[config.mk]
export PLATFORM = sky130hd
export DESIGN_NAME = systolic_skew_feeder
export DESIGN_NICKNAME = d
export VERILOG_FILES = /design/src/rtl/systolic_skew_feeder.sv
export SDC_FILE = /design/constraint.sdc
export NUM_CORES = 1
export LEC_CHECK = 0
export ABC_AREA = 1
export BUFFER_PORTS_ARGS = -buffer_cell sky130_fd_sc_hd__buf_2
export CAP_MARGIN = 0
export CORE_ASPECT_RATIO = 0.7
export CORE_MARGIN = 3
export CORE_UTILIZATION = 35
export CTS_BUF_LIST = sky130_fd_sc_hd__clkbuf_16
export DETAILED_ROUTE_END_ITERATION = 7
export PLACE_DENSITY = 0.66
export SLEW_MARGIN = 25
export SYNTH_ARGS = -nofsm -noshare
export SYNTH_HDL_FRONTEND = slang
export SYNTH_SLANG_ARGS = --single-unit
[constraint.sdc]
create_clock -name clk_i -period 1.79 [get_ports clk_i]
set_input_delay 0.0895 -clock clk_i [delete_from_list [all_inputs] [get_ports clk_i]]
set_output_delay 0.0895 -clock clk_i [all_outputs]
set_load 0.01 [all_outputs]
[src/rtl/systolic_skew_feeder.sv]
// systolic_skew_feeder: edge feeder for the systolic MAC array.
// Each accepted vector beat is injected into every lane's delay line. Lane i
// is an (i+1)-stage register chain, so element k of all rows arrives at the
// left-column PEs as a diagonal wavefront. The chains shift every cycle, and
// zero bubbles fill any cycle without an accepted beat.
// Optional build macro FEEDER_PERF_CNT_EN adds the bubble_cnt_o counter.
//
// state    | meaning
// ---------+----------------------------------------------------------
// ST_IDLE  | waiting for start with a nonzero tile length
// ST_FEED  | in_ready high; accepting beats until K have been taken
// ST_DRAIN | LANES cycles flushing the diagonal; done pulses on the last one

module systolic_skew_feeder #(
  parameter int DATA_WIDTH = 32,
  parameter int LANES      = 4,
  parameter int LEN_WIDTH  = 8
) (
  input  logic                        clk_i,
  input  logic                        rst_ni,
  input  logic                        start_i,
  input  logic [LEN_WIDTH-1:0]        tile_len_i,
  input  logic                        in_valid_i,
  output logic                        in_ready_o,
  input  logic [LANES*DATA_WIDTH-1:0] in_data_i,
  output logic [LANES*DATA_WIDTH-1:0] out_data_o,
  output logic [LANES-1:0]            out_valid_o,
  output logic                        busy_o,
  output logic                        done_o
`ifdef FEEDER_PERF_CNT_EN
  ,
  output logic [15:0]                 bubble_cnt_o
`endif
);

  localparam int DCW = $clog2(LANES);

  typedef enum logic [1:0] {
    ST_IDLE  = 2'd0,
    ST_FEED  = 2'd1,
    ST_DRAIN = 2'd2
  } state_e;

  state_e                      state_q;
  logic [LEN_WIDTH-1:0]        beats_left_q;
  logic [DCW-1:0]              drain_cnt_q;
  logic                        done_q;

  logic                        start_acc;
  logic                        beat_acc;
  logic [LANES*DATA_WIDTH-1:0] inj_data;

  assign start_acc  = (state_q == ST_IDLE) && start_i && (tile_len_i != '0);
  assign beat_acc   = (state_q == ST_FEED) && in_valid_i;
  // A bubble carries zero data as well as valid=0, so the PEs see clean zeros.
  assign inj_data   = beat_acc ? in_data_i : '0;

  assign in_ready_o = (state_q == ST_FEED);
  assign busy_o     = (state_q != ST_IDLE);
  assign done_o     = done_q;

  // Tile sequencer: beats-remaining and drain timers are down-counters.
  always_ff @(posedge clk_i or negedge rst_ni) begin
    if (!rst_ni) begin
      state_q      <= ST_IDLE;
      beats_left_q <= '0;
      drain_cnt_q  <= '0;
      done_q       <= 1'b0;
    end else begin
      done_q <= 1'b0;
      case (state_q)
        ST_IDLE: begin
          if (start_acc) begin
            state_q      <= ST_FEED;
            beats_left_q <= tile_len_i;
          end
        end
        ST_FEED: begin
          if (beat_acc) begin
            beats_left_q <= beats_left_q - 1'b1;
            if (beats_left_q == LEN_WIDTH'(1)) begin
              state_q     <= ST_DRAIN;
              drain_cnt_q <= DCW'(LANES - 1);
            end
          end
        end
        ST_DRAIN: begin
          // done is registered, so it is armed one cycle before the last
          // lane shows the final beat.
          if (drain_cnt_q == DCW'(1)) begin
            done_q <= 1'b1;
          end
          if (drain_cnt_q == '0) begin
            state_q <= ST_IDLE;
          end else begin
            drain_cnt_q <= drain_cnt_q - 1'b1;
          end
        end
        default: state_q <= ST_IDLE;
      endcase
    end
  end

  for (genvar i = 0; i < LANES; i++) begin : g_lane
    logic [DATA_WIDTH-1:0] dat_q [0:i];
    logic [i:0]            vld_q;

    // Lane i delay line: i+1 stages, the last one is the output register.
    always_ff @(posedge clk_i or negedge rst_ni) begin
      if (!rst_ni) begin
        for (int j = 0; j <= i; j++) begin
          dat_q[j] <= '0;
        end
        vld_q <= '0;
      end else begin
        dat_q[0] <= inj_data[i*DATA_WIDTH +: DATA_WIDTH];
        vld_q[0] <= beat_acc;
        for (int j = 1; j <= i; j++) begin
          dat_q[j] <= dat_q[j-1];
          vld_q[j] <= vld_q[j-1];
        end
      end
    end

    assign out_data_o[i*DATA_WIDTH +: DATA_WIDTH] = dat_q[i];
    assign out_valid_o[i]                         = vld_q[i];
  end

`ifdef FEEDER_PERF_CNT_EN
  logic [15:0] bubble_cnt_q;
  logic [15:0] bubble_cnt_d;

  // Count FEED cycles without an accepted beat; saturate, clear on new tile.
  always_comb begin
    bubble_cnt_d = bubble_cnt_q;
    if (start_acc) begin
      bubble_cnt_d = '0;
    end else if ((state_q == ST_FEED) && !beat_acc && (bubble_cnt_q != 16'hFFFF)) begin
      bubble_cnt_d = bubble_cnt_q + 16'd1;
    end
  end

  // Bubble counter register.
  always_ff @(posedge clk_i or negedge rst_ni) begin
    if (!rst_ni) begin
      bubble_cnt_q <= '0;
    end else begin
      bubble_cnt_q <= bubble_cnt_d;
    end
  end

  assign bubble_cnt_o = bubble_cnt_q;
`endif

endmodule

==> results.env, run 1 <==
STATUS='finished, final reports clean'
ANTENNA_LEFT=0
CRITPATHLAUNCHTYPE='flip-flop'
CHIPWIDTH_UM=216
NETLIST_AREA_UM2=10800
MAXIMUM_NUMBER_OF_PINS_ON_ONE_NET_BEFORE_GLOBAL_ROUTE_REPAIR=66
FINAL_LAYOUT_SIZE_SUFFIX_GT1_FRAC=0.287
SYNTH_TOP_CELL_BY_AREA='dfrtp_1'
SYNTHMOSTINSTANTIATEDCELL='dfrtp_1'
YOSYSTOPAREACELLSHARE=0.781
ROUTE.DETAILED.DRC=0
CP.ARRIVAL_NS=1.43
CLKLATENCYLATEPIN_NS=0.56
VIA_PER_INST=3.93
TOTAL_DETAILED_ROUTING_WIRELENGTH_UM=21900
WL_PER_CELL_UM=13.6
SYNTHESIS.NETS=965
CTS_TREE='done'
FINISH.UTILIZATION=0.480
YOSYSSEQAREASHARE=0.781
PLACED_INSTANCE_COUNT=1411
MIN_PERIOD_NS=1.52
SLEW_HEADROOM=0.727
TOP_CELLS_BY_AREA_IN_THE_SYNTHESIZED_NETLIST='dfrtp_1 78%, buf_4 6.8%, inv_1 5.1%'
SYNTH_ASYNC_SR_FLOP_SHARE=1.00
PLACE_HPWL_UM=14200
MAX_FREQ_GHz=0.657
GRT.TOTAL_USAGE=0.134
SKEW_NS=0.00840
ROUTABILITYCONGESTION=0.815
NUMCTSBUFFERS=31
FINAL-MAX-SLEW-VIOLATION-COUNT=0
LAYOUT_NET_COUNT=1316
IO_BUFFER_COUNT=274
RSZ0062_AT_GRT='no'
SYNTH_EDF_COUNT=0
FLOW.AREA_GROWTH_FROM_SYNTHESIS_PCT=34.0
TNS_NS=0
DRTITER0DRC=356
NUM_IO_PINS=275
POSTSYNTHREGISTERBITS=337
FINALSETUPVIOLATIONS=0
GRT_ANTENNA_BEFORE_REPAIR=1
START_UTIL=0.358
CTS_NUM_SINKS=337
GRT-OVFL-TOTAL=0
TIMING.CRITICAL_PATH.REQUIRED_NS=1.70
SYNTH_CELLS=821
YS_DOMINANT_REG_CELL='dfrtp_1'
FP.COREAREA_UM2=30200
GRT_PASS1_VIAS=6956
CRIT_PATH_MAX_FANOUT=10
TIMING_WORST_SLEW_PIN_VALUE_NS=0.410
PEAKVDDDROP_uV=650
DETAILEDROUTE.FIRSTPASSITERATIONCOUNT=4
FINAL_CELLS=1610
CLOCKBUFFERDEPTH=3
GRT_FIRST_PASS_WIRELENGTH_UM=35400
MAXIMUM_CAPACITANCE_VIOLATIONS=0
WORST_SETUP_PATH_END_KIND='primary output'
SYNTH_COMMON_CELLS='337 x dfrtp_1, 146 x inv_1, 141 x nor2_1'
DIEAREA_UM2=33000
CRITPATHKIND='flip-flop to primary output'
CTS.CLK_SLEW.WORST_PATHS_NS=0.07
ROUTE.VIAS.TOTAL=6329
SYN_AREA_PER_CELL_UM2=13.1
POWER_PER_CELL_AREA_nW_PER_UM2=1270
NETLIST-CELL-TYPE-COUNT=18
SYNTHESIS.YOSYS.WARNINGS=0
ROWS=53
STATIC-LEAKAGE-POWER_nW=8.05
CLOCK_ROOT_CELL='clkbuf_16'
WORSTSETUPSTARTPOINT='state_q[1]'
POST-ROUTE-PERIOD-UTIL=0.850
CTS_MAX_LEVEL=1
WORSTHOLDPATHTYPE='primary input to asynchronous set/reset pin'
WORST_R2R_STARTPOINT='state_q[1]'
CTS_SETUP_BUFFERS=0
DIE_H_UM=153
TIMING.FINAL.HOLD_VIOLATIONS=0
-- registers in the layout, indices dropped and copies added (netlist names) --
name	cells
out_data_o	96
beats_left_q	8
done_o	1
state_q	2
drain_cnt_q	2
g_lane.vld_q	4
g_lane.dat_q	224
-- worst paths after layout --
path / endpoint / slack, ns / cells past startpoint
worst max-delay path: in_ready_o / 0.27 / 3
worst min-delay path: g_lane[3].dat_q[44] / 0.04 / 2
max in group asynchronous: g_lane[2].dat_q[95] / 1.07 / 3
worst min register to register: g_lane[3].dat_q[66] / 0.34 / 0
worst max register to register: state_q[0] / 0.29 / 6
min in group clk_i: g_lane[0].dat_q[15] / 0.27 / 4
-- worst max-delay path: stages, from the launching register on --
cell	delay (ns)
dfrtp_1	0.40
nor2_2	0.14
buf_4	0.18
buf_2	0.15
-- cell type report --
cell class | instances | area [um2]
inverters | 149 | 562
fillers | 2613 | 15700
multi-input cells | 222 | 930
clock buffers | 31 | 776
diodes | 1 | 2.50
repair buffers | 431 | 3000
flip-flops and latches | 337 | 8430
well taps | 412 | 515
clock inverters | 27 | 254
-- repair_timing --
item                                    in CTS  in global routing
endpoints found under the setup margin       0                  0
resized for setup                            0                  0
hold buffers                               140                  0
hold endpoints to repair                   476                  0
-- stage by stage --
stage / hold WS [ns] / area (um2) / setup WS [ns] / total power, mW
after floorplan: -0.206 / 10800 / 0.521 / 11.0
after global placement: 0.0320 / 12000 / 0.348 / 11.7
after detailed placement: 0.0346 / 12000 / 0.315 / 11.8
after CTS: 0.0183 / 14500 / 0.232 / 18.7
after global routing: 0.0460 / 14500 / 0.129 / 19.4
final: 0.0396 / 14500 / 0.268 / 18.4
-- cells by family (layout without fill, tap and decap cells) --
| kind of cell | after synthesis | after routing | share of synthesized area |
|---|---|---|---|
| and+or+nand+nor | 205 | 205 | 0.0751 |
| DFF | 337 | 337 | 0.781 |
| adders and majority gates | 4 | 4 | 0.00464 |
| other | 0 | 1 | 0 |
| AOI/OAI and AO/OA | 13 | 13 | 0.00637 |
| buffers and inverters | 262 | 638 | 0.133 |
-- cells in the final DEF (no fill, tap or decap), drive strengths merged --
cell type    Yosys  layout
clkinv           0      13
ha               4       4
nand3           17      17
nand2           42      42
bufinv           0       4
dfrtp          337     337
o21ai           13      13
or2              1       1
nand4            1       1
diode            0       1
inv            149     154
buf            113     291
clkbuf           0      31
nor2           143     143
clkinvlp         0       5
and3             1       1
dlygate4sd3      0     140
-- where the power goes --
part           internal [mW]  switching [mW]
Sequential              8.78           0.387
Clock                   3.75            2.78
Combinational           1.10            1.61
Total                   13.6            4.77
-- metal layers --
metal  track usage  vias to the layer above  wire length (um)
li1              -                     2977                 -
met1         0.172                     3078              9240
met2         0.219                      222             10300
met3        0.0447                       52              1730
met4        0.0400                        0               664
met5             0                        -                 0
Note: power is estimated with default switching activity, not from simulation.
==> inputs of run 2 (changes only) <==
--- a/config.mk
+++ b/config.mk
@@ -10,10 +10,11 @@
 export CAP_MARGIN = 0
 export CORE_ASPECT_RATIO = 0.7
 export CORE_MARGIN = 3
-export CORE_UTILIZATION = 35
+export CORE_UTILIZATION = 47
 export CTS_BUF_LIST = sky130_fd_sc_hd__clkbuf_16
 export DETAILED_ROUTE_END_ITERATION = 7
-export PLACE_DENSITY = 0.66
+export GPL_TIMING_DRIVEN = 0
+export PLACE_DENSITY = 0.84
 export SLEW_MARGIN = 25
 export SYNTH_ARGS = -nofsm -noshare
 export SYNTH_HDL_FRONTEND = slang
==> constraint.sdc (replaced) <==
create_clock -name clk_i -period 1.4 [get_ports clk_i]
set_input_delay 0.07 -clock clk_i [delete_from_list [all_inputs] [get_ports clk_i]]
set_output_delay 0.07 -clock clk_i [all_outputs]
set_load 0.01 [all_outputs]
==> results.env, run 2 (synthesis results as in run 1) <==
STATUS='finished, violations left'
FAILED_CHECKS='setup timing'
WORSTHOLDPATHTYPE='primary input to asynchronous set/reset pin'
DRTITER0DRC=376
GRT_ANTENNA_BEFORE_REPAIR=1
CLKLATENCYLATEPIN_NS=0.54
TIMING.FINAL.HOLD_VIOLATIONS=0
ROWS=45
WL_PER_CELL_UM=16.6
CTS.CLK_SLEW.WORST_PATHS_NS=0.07
SKEW_NS=0.0141
FP.COREAREA_UM2=22100
LAYOUT_NET_COUNT=1423
CTS_TREE='done'
GRT_FIRST_PASS_WIRELENGTH_UM=41200
ROUTE.VIAS.TOTAL=7065
CLOCK_ROOT_CELL='clkbuf_16'
PLACEDINSTANCEAREA_UM2=12600
FIN_AREA_UM2=15300
PLACE_HPWL_UM=14500
SLOWEST_STAGE='dfrtp_1'
REGISTERS.TOP_BY_FF_COUNT='g_lane.dat_q'
FINALSETUPVIOLATIONS=2
ROUTE.DETAILED.DRC=0
MAX_FREQ_GHz=0.702
FINAL-MAX-SLEW-VIOLATION-COUNT=0
VIA_PER_INST=4.39
DIE_H_UM=133
RSZ0062_AT_GRT='yes'
GRT-OVFL-TOTAL=0
GRT_PASS1_VIAS=7837
ANTENNA_LEFT=0
WORST_SETUP_PATH_END_KIND='primary output'
STATIC-LEAKAGE-POWER_nW=8.64
POWER_PER_CELL_AREA_nW_PER_UM2=1630
PEAKVDDDROP_uV=917
MIN_PERIOD_NS=1.42
CRITPATHKIND='flip-flop to primary output'
MAXIMUM_CAPACITANCE_VIOLATIONS=0
CHIPWIDTH_UM=187
SLEW_HEADROOM=0.689
MAXIMUM_NUMBER_OF_PINS_ON_ONE_NET_BEFORE_GLOBAL_ROUTE_REPAIR=99
SLOWEST_DELAY_NS=0.42
CLOCKBUFFERDEPTH=3
TOTAL_DETAILED_ROUTING_WIRELENGTH_UM=26700
FINAL_COMMON_CELL='dfrtp_1'
GRT.TOTAL_USAGE=0.211
CRIT_PATH_FREQUENT_CELL='buf_6'
CTS_NUM_SINKS=337
LARGEST_REG_FLOPS=224
CRIT_PATH_CELL_TRACE='nor2_4, buf_6, buf_6'
FLOW.AREA_GROWTH_FROM_SYNTHESIS_PCT=41.9
TOTAL_POWER_mW=25.0
CRITPATHLAUNCHTYPE='flip-flop'
NUMCTSBUFFERS=30
ROUTABILITYCONGESTION=0.840
FINAL_LAYOUT_SIZE_SUFFIX_GT1_FRAC=0.382
CRIT_PATH_MAX_FANOUT=3
LAYOUT.CELLS.MOST_COMMON_LIST='337 x dfrtp_1, 276 x buf_2, 146 x inv_1, 139 x dlygate4sd3_1, 106 x buf_4'
NUM_IO_PINS=275
DETAILEDROUTE.FIRSTPASSITERATIONCOUNT=6
TIMING_WORST_SLEW_PIN_VALUE_NS=0.467
START_UTIL=0.488
DIEAREA_UM2=24900
POST-ROUTE-PERIOD-UTIL=1.02
CP.ARRIVAL_NS=1.35
TIMING.CRITICAL_PATH.REQUIRED_NS=1.33
IO_BUFFER_COUNT=274
FINALWORSTSETUPSLACK_NS=-0.0238
N_FILL_CELL=1424
CTS_MAX_LEVEL=1
==> run 2: cell count changes in the layout (fill, tap and decap cells not counted), moves of 3 or more <==
cell / before / now
clkinv_1: 10 / 6
clkinv_2: 2 / 7
nor2_4: 1 / 5
buf_12: 7 / 2
buf_6: 0 / 11
inv_1: 149 / 146
nor2_2: 1 / 35
buf_16: 0 / 3
buf_4: 10 / 106
nor2_1: 141 / 103
buf_2: 273 / 276
==> run 2: per-layer routing <==
layer | wire length, um | global-route usage | vias to the layer above | share of wire
met1 | 10200 | 0.252 | 3478 | 0.38
li1 | - | - | 3201 | -
met5 | 0 | 0 | - | 0
met2 | 13700 | 0.373 | 316 | 0.51
met4 | 918 | 0.0760 | 0 | 0.034
met3 | 1890 | 0.0527 | 70 | 0.071
==> run 2: repair_timing <==
action / CTS / global route
endpoints found under the setup margin: 88 / 201
setup buffers: 1 / 7
resized for setup: 15 / 46
pin swaps: 1 / 5
hold endpoints to repair: 286 / 0
hold buffers: 139 / 0
cloned: 0 / 2
==> run 2: worst paths after layout <==
path,start,to,slack (ns),cells past startpoint
min in group clk_i,in_data_i[72],g_lane[2].dat_q[72],0.28,4
max in group asynchronous,rst_ni,g_lane[2].dat_q[77],0.34,4
setup / recovery,state_q[1],in_ready_o,-0.02,3
hold reg to reg,g_lane[1].dat_q[53],out_data_o[53],0.34,0
hold / removal,rst_ni,out_data_o[89],0.04,2
setup reg to reg,state_q[1],g_lane[2].dat_q[85],-0.01,7
==> run 2: per-stage QoR <==
step | cells | worst slack, ns | hold WS [ns] | TNS, ns | utilization
after floorplan | 821 | 0.131 | -0.226 | 0 | -
after global routing | 1609 | -0.0887 | 0.0529 | -4.14 | 0.693
after detailed placement | 1403 | -0.0670 | 0.0601 | -0.754 | 0.571
after global placement | 1400 | -5.65 | 0.280 | -1894.38 | 0.567
final | 1609 | -0.0238 | 0.0395 | -0.0366 | 0.693
after CTS | 1599 | 0.00304 | 0.0753 | 0 | 0.683
==> run 2: power by group <==
part	leakage [nW]	internal (mW)	total [mW]	switching (mW)
sequential	4.40	11.2	11.8	0.592
clock	0.504	4.85	8.42	3.56
combinational	3.73	2.22	4.76	2.54
==> run 2: final cells by class <==
type,count,area (um2),area share
clock buffer,30,751,0.0490
timing repair buffer,426,2960,0.193
clock inverter,26,272,0.0177
sequential,337,8430,0.550
multi-input combinational,222,1060,0.0695
tap,305,382,0.0249
inverter,149,564,0.0368
antenna,1,2.50,0.000163
buffer,113,896,0.0585
==> run 2: worst max-delay path, delay by kind of cell (launching register included) <==
family | cells | cell delay (ns)
flops | 1 | 0.42
simple gates | 1 | 0.17
buf+inv | 2 | 0.23
